`config.mk`:
```
export PLATFORM = sky130hd
export DESIGN_NAME = call_return_stack_flat
export DESIGN_NICKNAME = d
export VERILOG_FILES = /design/src/rtl/call_return_stack_if.sv /design/src/rtl/call_return_stack.sv /design/src/flat_wrapper.sv
export SDC_FILE = /design/constraint.sdc
export NUM_CORES = 1
export LEC_CHECK = 0
export CORE_MARGIN = 3
export CORE_UTILIZATION = 25
export DETAILED_ROUTE_END_ITERATION = 8
export GPL_ROUTABILITY_DRIVEN = 1
export PLACE_DENSITY = 0.44
export SYNTH_ARGS = -nofsm -noshare
export SYNTH_HDL_FRONTEND = slang
export SYNTH_SLANG_ARGS = --single-unit
```
`constraint.sdc`:
```
create_clock -name clk -period 8.8 [get_ports clk]
set_clock_uncertainty 0.05 [all_clocks]
set_input_delay 1.76 -clock clk [delete_from_list [all_inputs] [get_ports clk]]
set_output_delay 1.76 -clock clk [all_outputs]
set_load 0.02 [all_outputs]
```
`src/rtl/call_return_stack_if.sv`:
```
// call_return_stack_if: request/response handshake between a branch unit and the call/return stack
interface call_return_stack_if #(
    parameter int DATA_W = 18
);
    logic              op_valid;
    logic              op_ready;
    logic [2:0]        op_sel;
    logic [DATA_W-1:0] pc_in;
    logic [DATA_W-1:0] target_in;
    logic [DATA_W-1:0] next_pc;
    logic              next_pc_valid;

    modport master (
        output op_valid, op_sel, pc_in, target_in,
        input  op_ready, next_pc, next_pc_valid
    );

    modport slave (
        input  op_valid, op_sel, pc_in, target_in,
        output op_ready, next_pc, next_pc_valid
    );
endinterface

```
`src/rtl/call_return_stack.sv`:
```
// call_return_stack: return-address stack resolving next PC for call, return and sequential ops
module call_return_stack #(
    parameter int DATA_W = 18,
    parameter int DEPTH  = 8
) (
    input  logic                     clk,
    input  logic                     rst_n,
    call_return_stack_if.slave       bus,
    output logic [$clog2(DEPTH):0]   depth,
    output logic                     full,
    output logic                     empty,
    output logic                     ovf_err,
    output logic                     unf_err,
    input  logic                     err_clr
);
    localparam int AW = $clog2(DEPTH);
    localparam logic [AW:0] DEPTH_CNT = (AW + 1)'(DEPTH);

    typedef enum logic [1:0] {IDLE, EXEC, RESP} state_t;

    state_t            state_q, state_d;
    logic [2:0]        op_sel_q, op_sel_d;
    logic [DATA_W-1:0] pc_q, pc_d;
    logic [DATA_W-1:0] tgt_q, tgt_d;
    logic [AW:0]       sp_q, sp_d;
    logic [DATA_W-1:0] next_pc_q, next_pc_d;
    logic              ovf_q, ovf_d;
    logic              unf_q, unf_d;
    logic              ready_q, ready_d;
    logic              valid_q, valid_d;

    logic [DATA_W-1:0] mem [DEPTH];
    logic [DATA_W-1:0] pc_inc;
    logic [DATA_W-1:0] top_val;
    logic              is_call, is_ret, in_exec;
    logic              push, pop, set_ovf, set_unf;

    assign pc_inc  = pc_q + DATA_W'(1);
    assign top_val = mem[AW'(sp_q - 1'b1)];
    assign is_call = op_sel_q == 3'd3;
    assign is_ret  = op_sel_q == 3'd4;
    assign in_exec = state_q == EXEC;
    assign full    = sp_q == DEPTH_CNT;
    assign empty   = sp_q == '0;
    assign push    = in_exec && is_call && !full;
    assign pop     = in_exec && is_ret && !empty;
    assign set_ovf = in_exec && is_call && full;
    assign set_unf = in_exec && is_ret && empty;

    // Next-state: request capture in IDLE, stack update and PC resolution in EXEC
    always_comb begin
        state_d   = state_q;
        op_sel_d  = op_sel_q;
        pc_d      = pc_q;
        tgt_d     = tgt_q;
        sp_d      = push ? sp_q + 1'b1 : pop ? sp_q - 1'b1 : sp_q;
        next_pc_d = next_pc_q;
        ovf_d     = set_ovf | (ovf_q & ~err_clr);
        unf_d     = set_unf | (unf_q & ~err_clr);
        case (state_q)
            IDLE: if (bus.op_valid) begin
                op_sel_d = bus.op_sel;
                pc_d     = bus.pc_in;
                tgt_d    = bus.target_in;
                state_d  = EXEC;
            end
            EXEC: begin
                state_d   = RESP;
                next_pc_d = push ? tgt_q : pop ? top_val : set_unf ? '0 : pc_inc;
            end
            default: state_d = IDLE;
        endcase
        ready_d = state_d == IDLE;
        valid_d = state_d == RESP;
    end

    // Control state and registered outputs; reset discards the stack by clearing the pointer
    always_ff @(posedge clk or negedge rst_n) begin
        if (!rst_n) begin
            state_q   <= IDLE;
            op_sel_q  <= '0;
            pc_q      <= '0;
            tgt_q     <= '0;
            sp_q      <= '0;
            next_pc_q <= '0;
            ovf_q     <= 1'b0;
            unf_q     <= 1'b0;
            ready_q   <= 1'b1;
            valid_q   <= 1'b0;
        end else begin
            state_q   <= state_d;
            op_sel_q  <= op_sel_d;
            pc_q      <= pc_d;
            tgt_q     <= tgt_d;
            sp_q      <= sp_d;
            next_pc_q <= next_pc_d;
            ovf_q     <= ovf_d;
            unf_q     <= unf_d;
            ready_q   <= ready_d;
            valid_q   <= valid_d;
        end
    end

    // Return-address storage, written on push only and left unreset
    always_ff @(posedge clk) begin
        if (push) mem[sp_q[AW-1:0]] <= pc_inc;
    end

    assign bus.op_ready      = ready_q;
    assign bus.next_pc_valid = valid_q;
    assign bus.next_pc       = next_pc_q;
    assign depth             = sp_q;
    assign ovf_err           = ovf_q;
    assign unf_err           = unf_q;
endmodule
```
`src/flat_wrapper.sv`:
```
// flat-port wrapper written by rule: the top's interface ports become plain ports
module call_return_stack_flat 
#(
    parameter int DATA_W = 18,
    parameter int DEPTH  = 8
)
  (clk, rst_n, depth, full, empty, ovf_err, unf_err, err_clr, bus_op_valid, bus_op_sel, bus_pc_in, bus_target_in, bus_op_ready, bus_next_pc, bus_next_pc_valid);
  call_return_stack_if #(.DATA_W(DATA_W)) bus_i ();
  input  logic clk;
  input  logic rst_n;
  output logic [$clog2(DEPTH):0] depth;
  output logic full;
  output logic empty;
  output logic ovf_err;
  output logic unf_err;
  input  logic err_clr;
  input wire logic [$bits(bus_i.op_valid)-1:0] bus_op_valid;
  input wire logic [$bits(bus_i.op_sel)-1:0] bus_op_sel;
  input wire logic [$bits(bus_i.pc_in)-1:0] bus_pc_in;
  input wire logic [$bits(bus_i.target_in)-1:0] bus_target_in;
  output wire logic [$bits(bus_i.op_ready)-1:0] bus_op_ready;
  output wire logic [$bits(bus_i.next_pc)-1:0] bus_next_pc;
  output wire logic [$bits(bus_i.next_pc_valid)-1:0] bus_next_pc_valid;
  assign bus_i.op_valid = bus_op_valid;
  assign bus_i.op_sel = bus_op_sel;
  assign bus_i.pc_in = bus_pc_in;
  assign bus_i.target_in = bus_target_in;
  assign bus_op_ready = bus_i.op_ready;
  assign bus_next_pc = bus_i.next_pc;
  assign bus_next_pc_valid = bus_i.next_pc_valid;
  call_return_stack #(.DATA_W(DATA_W), .DEPTH(DEPTH)) u_core (.clk(clk), .rst_n(rst_n), .bus(bus_i), .depth(depth), .full(full), .empty(empty), .ovf_err(ovf_err), .unf_err(unf_err), .err_clr(err_clr));
endmodule
```
==> results of run 1 <==
## metrics by stage
step           cells  worst slack [ns]  instance area, µm²  hold slack [ns]
4_1_cts         1060              3.82               10700            0.447
2_1_floorplan    517              4.44                8750            0.419
3_5_place_dp    1020              4.36                9980            0.433
6_report        1060              3.89               10700            0.437
5_1_grt         1060              3.67               10700            0.472
3_3_place_gp    1020              4.42                9980            0.424
## worst reg2reg max path: cells and delay by family, from the launching register on
family                     cells  cell delay (ns)
and+or+nand+nor                2             1.25
buffers and inverters          2             0.96
muxes                          1             0.41
adders and majority gates      1             0.36
DFF                            1             0.34
AOI/OAI and AO/OA              2             0.28
## cell families (layout without fill, tap and decap cells)
kind of cell	Yosys count	in the layout	synth area share
AND/OR/NAND/NOR	98	98	0.0641
flip-flops	210	210	0.683
adder cells (fa/ha/maj)	3	3	0.00429
buffers and inverters	36	131	0.0209
AO/OA/AOI/OAI	68	68	0.0502
XOR/XNOR	19	19	0.0190
multiplexers	83	83	0.158
## per-layer routing
metal | part of all wire | up-vias
met4 | 0.023 | 0
li1 | - | 2218
met1 | 0.47 | 2619
met5 | 0 | -
met3 | 0.032 | 37
met2 | 0.48 | 94
## flip-flops by register name (all words and copies together), names as in the netlist
signal               flops
u_core.state_q           2
u_core.bus.next_pc      18
u_core.tgt_q            18
u_core.pc_q             18
u_core.op_sel_q          3
u_core.ovf_err           1
u_core.bus.op_ready      1
u_core.unf_err           1
u_core.depth             4
u_core.mem             144
## area by class of cell
class	instances	area share
flip-flops and latches	210	0.559
multi-input cells	271	0.245
repair buffers	82	0.0735
clock buffers	24	0.0542
well taps	448	0.0524
clock inverters	16	0.0117
inverters	9	0.00339
## where the power goes
part	switching (W)	internal (W)	total, W
registers	0.0000994	0.00122	0.00132
clock network	0.000378	0.000532	0.000910
logic	0.000559	0.000470	0.00103
## worst paths after layout
check,endpoint,depth (start not counted)
setup / recovery,empty,6
hold / removal,u_core.bus.next_pc[16],2
setup reg to reg,u_core.bus.next_pc[0],8
hold reg to reg,u_core.bus.next_pc[16],2
max in group asynchronous,u_core.depth[0],2
min in group asynchronous,u_core.tgt_q[16],2
## cell usage in the layout, fill, tap and decap left out, types with 3 or more instances in the layout
cell,instances
dfrtp_1,64
a22oi_1,4
nor4_2,5
clkbuf_16,23
a31oi_1,9
buf_4,12
a21oi_1,6
o22ai_1,9
nor3_1,3
mux4_1,12
nand2_1,32
clkdlybuf4s50_1,69
ha_1,3
xnor2_1,12
mux2_2,46
clkinv_2,7
nor4_1,5
nand3_1,14
mux4_2,24
o21ai_0,19
clkinv_1,7
xor2_1,7
edfxtp_1,144
and4_1,5
inv_1,7
nor2_1,7
a211oi_1,5
and3_1,3
a32oi_1,3
nand4_1,6
o211ai_1,3
==> results.json, run 1 <==
{
  "dr_total_vias": 4968,
  "critical_path.startpoint": "u_core.depth[0]",
  "nets": 642,
  "hold_buffers": 0,
  "fin_crit_ns": 4.91,
  "synth_area_mm2": 0.00875,
  "grt_use_total": 0.120,
  "synthesis.area_per_instance_um2": 16.9,
  "ys.flop_type": "edfxtp_1",
  "grt_util_met2": 0.195,
  "synth_cell_types": 57,
  "hold_wc_startpoint": "u_core.bus.next_pc[16]",
  "fmax_mhz": 204,
  "core.rowCount": 67,
  "crit_path_top_delay_cell": "buf_4",
  "min_period_over_period": 0.558,
  "cts.path.max_buffers": 3,
  "timing_max_transition_violations_final": 0,
  "grt_setup_unrepaired": "false",
  "met3_usage": 0.0188,
  "synth.top_cell.area_share": 0.494,
  "critical_path.endpoint_type": "output port",
  "synth-async-reset-ratio": 0.314,
  "regArea_mm2": 0.00598,
  "n_antenna_cell": 0,
  "design_power_total_w": 0.00326,
  "worst_setup_hold_path_clk_slew_ns": 0.06,
  "grtUsageMet1": 0.169,
  "post-route-util": 0.314,
  "path_max_fanout": 48,
  "detail_route.wl_per_cell_um": 21.2,
  "post_synth_edffs": 144,
  "io_pins": 71,
  "grt_peak_use_layer": "met2",
  "dieArea_mm2": 0.0373,
  "grt_overflow": 0,
  "floorplan.core_area_mm2": 0.0340,
  "port_buffers": 70,
  "worstSkewPairLatency_ns": 0.50,
  "tritoncts": "built",
  "synth.cells.most_frequent": "edfxtp_1 (144), dfrtp_1 (65), mux2_2 (46), nand2_1 (32), mux4_2 (24)",
  "ordered_cell_list_for_the_critical_path": "buf_4 > inv_1 > ha_1 > nor2b_4 > and2b_1 > clkdlybuf4s50_1",
  "post_cts.repair.setup_buffers": 0,
  "synth.top_cells.by_area": "edfxtp_1 (49%), dfrtp_1 (19%), mux4_2 (6.2%)",
  "postSynthNetCount": 563,
  "final.fill_count": 3390,
  "cpPeakStageDelay_ns": 0.68,
  "final-setup-viol-count": 0,
  "drcViolationCount": 0,
  "final_layout_size_suffix_gt1_frac": 0.219,
  "vias_in_the_first_global_route": 5266,
  "drtIter0Drc": 314,
  "min_path_type": "register to register",
  "crit_required_ns": 6.99,
  "peakVddDrop_mv": 0.312,
  "place_congestion": 0.761,
  "setup.reg_to_reg.worst_slack_ns": 5.00,
  "routed_via_density": 4.69,
  "total_leakage_power_nw": 3.65,
  "synth_seq_area_share": 0.683,
  "yosysWarningCount": 0,
  "detail_route.wirelength_um": 22500,
  "hpwlAfterDp_um": 14300,
  "drt_pass_1_iters": 4,
  "power_per_cell_area_mw_per_mm2": 305,
  "arrival_ns": 3.10,
  "netlist_instances": 517,
  "outcome": "finished clean",
  "synth.ff_latch_count": 210,
  "grt_start_max_net_pins": 67,
  "largest_delay_share_family_worst_path": "buffers and inverters",
  "r2r_start": "u_core.depth[0]",
  "clock-sinks": 210,
  "die_height_um": 193,
  "timing_worst_slew_pin_value_ns": 1.18,
  "number_of_antenna_violations_at_the_first_check_in_global_routing": 0,
  "grt_first_pass_wirelength_um": 33500,
  "cts_resized": 0,
  "number_of_nets_still_failing_antenna_checks_after_routing": 0,
  "tns_ns": 0,
  "ctsHtreeMaxLevel": 1,
  "worstSetupPathType": "register to output port",
  "cts-root-buf": "clkbuf_16",
  "slew-limit-headroom": 0.207,
  "number_of_clock_buffers_inserted_by_tritoncts": 22,
  "path_buf_inv": 3,
  "synthDominantAreaCellType": "edfxtp_1",
  "critPathLaunchType": "register",
  "syn_to_final_growth_pct": 22.2,
  "initial_utilization": 0.257,
  "yosys.cell_count.top_type": "edfxtp_1",
  "multi_input_area_mm2": 0.00262,
  "floorplan.die.width_um": 193,
  "max_cap_viols": 0,
  "final_hold_viol_count": 0
}
Note: power is estimated with default switching activity, not from simulation.
==> run 2, diff against run 1 <==
--- a/config.mk
+++ b/config.mk
@@ -9,7 +9,7 @@
 export CORE_UTILIZATION = 25
 export DETAILED_ROUTE_END_ITERATION = 8
 export GPL_ROUTABILITY_DRIVEN = 1
-export PLACE_DENSITY = 0.44
+export PLACE_DENSITY = 0.45
 export SYNTH_ARGS = -nofsm -noshare
 export SYNTH_HDL_FRONTEND = slang
 export SYNTH_SLANG_ARGS = --single-unit
==> constraint.sdc (replaced) <==
create_clock -name clk -period 4.1 [get_ports clk]
set_clock_uncertainty 0.05 [all_clocks]
set_input_delay 0.82 -clock clk [delete_from_list [all_inputs] [get_ports clk]]
set_output_delay 0.82 -clock clk [all_outputs]
set_load 0.02 [all_outputs]
==> results.json, run 2 (same netlist as run 1, synthesis figures left out) <==
{
  "outcome": "finished clean",
  "initial_utilization": 0.257,
  "arrival_ns": 2.75,
  "min_period_over_period": 0.882,
  "detailed_place.area_mm2": 0.0100,
  "drt_pass_1_iters": 4,
  "worstSetupPathType": "register to output port",
  "max_ffs_per_register": 144,
  "path_max_fanout": 9,
  "place_congestion": 0.795,
  "n_antenna_cell": 0,
  "grt_first_pass_wirelength_um": 33900,
  "r2r.worst_path.cells": 6,
  "cts_resized": 0,
  "cts.path.max_buffers": 3,
  "critPathLaunchType": "register",
  "number_of_antenna_violations_at_the_first_check_in_global_routing": 0,
  "dieArea_mm2": 0.0373,
  "grt_start_max_net_pins": 48,
  "fmax_mhz": 277,
  "final_area_mm2": 0.0107,
  "tritoncts": "built",
  "slew-limit-headroom": 0.244,
  "ctsHtreeMaxLevel": 1,
  "port_buffers": 70,
  "detail_route.wirelength_um": 22800,
  "drtIter0Drc": 306,
  "core.rowCount": 67,
  "dp.cells": 1026,
  "fin_crit_ns": 3.62,
  "detail_route.wl_per_cell_um": 21.4,
  "io_pins": 71,
  "critical_path.endpoint_type": "output port",
  "grt_use_total": 0.122,
  "final-setup-viol-count": 0,
  "clock-sinks": 210,
  "number_of_nets_still_failing_antenna_checks_after_routing": 0,
  "worstSkewPairLatency_ns": 0.51,
  "timing_max_transition_violations_final": 0,
  "highest_count_cells_in_the_layout_ignoring_fill_and_taps": "edfxtp_1 (144), clkdlybuf4s50_1 (69), dfrtp_1 (64)",
  "fin_cells": 1065,
  "die_height_um": 193,
  "post_cts.repair.setup_buffers": 0,
  "final_layout_size_suffix_gt1_frac": 0.224,
  "floorplan.die.width_um": 193,
  "crit_required_ns": 3.23,
  "routed_via_density": 4.69,
  "worst_setup_hold_path_clk_slew_ns": 0.07,
  "hold_buffers": 0,
  "drcViolationCount": 0,
  "syn_to_final_growth_pct": 22.5,
  "number_of_clock_buffers_inserted_by_tritoncts": 22,
  "min_path_type": "primary input to async pin",
  "grt_overflow": 0,
  "layout.cells.most_common": "edfxtp_1",
  "power_per_cell_area_mw_per_mm2": 657,
  "vias_in_the_first_global_route": 5328,
  "cts-root-buf": "clkbuf_16",
  "grt_setup_unrepaired": "false",
  "hpwlAfterDp_um": 15200,
  "final_hold_viol_count": 0,
  "nets": 648,
  "max_cap_viols": 0,
  "peakVddDrop_mv": 0.428,
  "dr_total_vias": 4996,
  "floorplan.core_area_mm2": 0.0340,
  "timing_worst_slew_pin_value_ns": 1.13,
  "total_leakage_power_nw": 3.66
}
## run 2: changes by cell type in the layout (fill, tap and decap cells not counted), sizes merged
cell / previous run / this run
buf: 13 / 19
bufinv: 2 / 1
clkbuf: 24 / 27
clkinv: 14 / 10
clkinvlp: 1 / 2
## run 2: final cells by class
type	instances	area [µm²]
clock buffer	27	579
clock inverter	12	96.3
fill	3385	23300
inverter	9	36.3
multi-input combinational	271	2620
sequential	210	5980
tap	448	561
timing repair buffer	88	843
## run 2: final timing paths
path | start | end | slack, ns
setup reg to reg | u_core.state_q[1] | u_core.mem[1][16] | 0.92
min in group clk | u_core.bus.next_pc[16] | u_core.bus.next_pc[16] | 0.44
max in group asynchronous | rst_n | u_core.bus.op_ready | 2.82
hold reg to reg | u_core.bus.next_pc[16] | u_core.bus.next_pc[16] | 0.44
hold / removal | rst_n | u_core.pc_q[14] | 0.36
setup / recovery | u_core.depth[1] | full | 0.48
## run 2: worst max-delay path, stage by stage (launching register included)
cell and delay (ns):
dfrtp_1 0.48, inv_1 0.23, ha_1 0.37, nor2b_4 0.28, nand2_4 0.09, inv_4 0.13, clkdlybuf4s50_1 0.65
## run 2: metrics by stage
stage / utilization / hold slack, ns / setup slack [ns] / setup TNS [ns] / power (W)
final: 0.315 / 0.364 / 0.485 / 0 / 0.00704
after detailed placement: 0.295 / 0.438 / 0.948 / 0 / 0.00524
after CTS: 0.315 / 0.365 / 0.436 / 0 / 0.00715
after global placement: 0.295 / 0.428 / 1.03 / 0 / 0.00520
after global routing: 0.315 / 0.412 / 0.295 / 0 / 0.00739
after floorplan: - / 0.419 / -0.264 / -19.03 / 0.00434
## run 2: metal layers
| layer | part of all wire | global-route usage | vias to the layer above |
|---|---|---|---|
| met1 | 0.45 | 0.172 | 2606 |
| met2 | 0.48 | 0.197 | 138 |
| met4 | 0.021 | 0.0292 | 0 |
| met5 | 0 | 0 | - |
| li1 | - | - | 2219 |
| met3 | 0.049 | 0.0215 | 33 |
## run 2: power breakdown
group          total, W  internal [W]  switching, W
registers       0.00286       0.00263      0.000234
logic           0.00229       0.00104       0.00125
clock network   0.00188       0.00107      0.000813
==> run 3, diff against run 2 <==
--- a/config.mk
+++ b/config.mk
@@ -9,7 +9,7 @@
 export CORE_UTILIZATION = 25
 export DETAILED_ROUTE_END_ITERATION = 8
 export GPL_ROUTABILITY_DRIVEN = 1
-export PLACE_DENSITY = 0.45
+export PLACE_DENSITY = 0.44
 export SYNTH_ARGS = -nofsm -noshare
 export SYNTH_HDL_FRONTEND = slang
 export SYNTH_SLANG_ARGS = --single-unit
==> constraint.sdc (replaced) <==
create_clock -name clk -period 4.6 [get_ports clk]
set_clock_uncertainty 0.05 [all_clocks]
set_input_delay 0.92 -clock clk [delete_from_list [all_inputs] [get_ports clk]]
set_output_delay 0.92 -clock clk [all_outputs]
set_load 0.02 [all_outputs]
==> results.json, run 3 (same netlist as run 1, synthesis figures left out) <==
{
  "regArea_mm2": 0.00598,
  "number_of_nets_still_failing_antenna_checks_after_routing": 0,
  "final.fill_count": 3421,
  "worstSetupPathType": "register to output port",
  "design_power_total_w": 0.00637,
  "crit_required_ns": 3.63,
  "hpwlAfterDp_um": 15000,
  "routed_via_density": 4.68,
  "layout.cells.most_common": "edfxtp_1",
  "r2r_start": "u_core.depth[1]",
  "worstSkewPairLatency_ns": 0.50,
  "clock-sinks": 210,
  "timing_max_transition_violations_final": 0,
  "initial_utilization": 0.257,
  "peakVddDrop_mv": 0.249,
  "placement.setup.worst_slack_ns": 1.45,
  "core.rowCount": 67,
  "ctsHtreeMaxLevel": 1,
  "critPathLaunchType": "register",
  "fin_crit_ns": 3.66,
  "dr_total_vias": 4987,
  "layout_setup_ws_ns": 0.936,
  "place_congestion": 0.793,
  "max_cap_viols": 0,
  "grt_use_total": 0.120,
  "multi_input_area_mm2": 0.00262,
  "tns_ns": 0,
  "cts-root-buf": "clkbuf_16",
  "drt_pass_1_iters": 4,
  "total_leakage_power_nw": 3.69,
  "nets": 648,
  "dieArea_mm2": 0.0373,
  "worst_setup_hold_path_clk_slew_ns": 0.06,
  "final-setup-viol-count": 0,
  "io_pins": 71,
  "arrival_ns": 2.69,
  "fmax_mhz": 273,
  "path_max_fanout": 9,
  "grt_first_pass_wirelength_um": 33700,
  "r2r.worst_path.cells": 7,
  "detail_route.wl_per_cell_um": 21.1,
  "highest_count_cells_in_the_layout_ignoring_fill_and_taps": "edfxtp_1 (144), clkdlybuf4s50_1 (69), dfrtp_1 (64)",
  "detail_route.wirelength_um": 22500,
  "die_height_um": 193,
  "hold_buffers": 0,
  "critical_path.endpoint_type": "output port",
  "timing.hold.ws_ns": 0.389,
  "drcViolationCount": 0,
  "vias_in_the_first_global_route": 5390,
  "grt_setup_unrepaired": "false",
  "n_antenna_cell": 0,
  "drtIter0Drc": 336,
  "min_path_type": "primary input to async pin",
  "grt_overflow": 0,
  "port_buffers": 70,
  "critical_path.startpoint": "u_core.depth[1]",
  "grt_start_max_net_pins": 48,
  "cts_resized": 0,
  "syn_to_final_growth_pct": 23.1,
  "number_of_antenna_violations_at_the_first_check_in_global_routing": 0,
  "cts.path.max_buffers": 3,
  "number_of_clock_buffers_inserted_by_tritoncts": 23,
  "slew-limit-headroom": 0.282,
  "max_ffs_per_register": 144,
  "tritoncts": "built",
  "final_hold_viol_count": 0,
  "min_period_over_period": 0.797,
  "timing_worst_slew_pin_value_ns": 1.07,
  "final_layout_size_suffix_gt1_frac": 0.223,
  "floorplan.core_area_mm2": 0.0340,
  "power_per_cell_area_mw_per_mm2": 592,
  "outcome": "finished clean",
  "post_cts.repair.setup_buffers": 0,
  "floorplan.die.width_um": 193
}
[run 3: cell types whose count changed in the layout (fill, tap and decap cells not counted), sizes merged]
cell,change
bufinv,+2
clkinvlp,-2
buf,-1
clkbuf,+1
inv,+1
[run 3: final timing paths]
check,endpoint,slack [ns]
setup / recovery,full,0.94
hold / removal,u_core.bus.next_pc[9],0.39
setup reg to reg,u_core.bus.next_pc[10],1.52
hold reg to reg,u_core.bus.next_pc[16],0.44
max in group asynchronous,u_core.bus.next_pc[4],3.13
min in group clk,u_core.bus.next_pc[16],0.44
[run 3: power by group]
group	internal (W)	total, W	leakage (nW)	switching (W)
sequential	0.00234	0.00254	2.08	0.000200
clock	0.00109	0.00181	0.362	0.000726
combinational	0.000921	0.00202	1.25	0.00110
total	0.00435	0.00637	3.69	0.00202
[run 3: per-stage QoR]
step | instance area, µm² | cells | utilization
5_1_grt | 10800 | 1066 | 0.316
6_report | 10800 | 1066 | 0.316
3_3_place_gp | 10000 | 1025 | 0.295
2_1_floorplan | 8750 | 517 | -
4_1_cts | 10800 | 1066 | 0.316
3_5_place_dp | 10000 | 1025 | 0.295
[run 3: layout make-up]
type | count | share of cell area
repair buffers | 87 | 0.0776
inverters | 9 | 0.00337
flip-flops and latches | 210 | 0.555
clock buffers | 28 | 0.0552
multi-input cells | 271 | 0.243
clock inverters | 13 | 0.0132
well taps | 448 | 0.0520
[run 3: critical path, cell delays in order (launching register included)]
cell,delay [ns]
dfrtp_1,0.48
inv_1,0.23
ha_1,0.35
nor2b_4,0.27
nand2_4,0.10
inv_4,0.14
clkdlybuf4s50_1,0.63
[run 3: metal layers]
layer,up-vias,wire (µm),track usage
met3,30,1020,0.0213
met2,103,11100,0.203
li1,2225,-,-
met1,2629,9960,0.164
met4,0,420,0.0250
met5,-,0,0
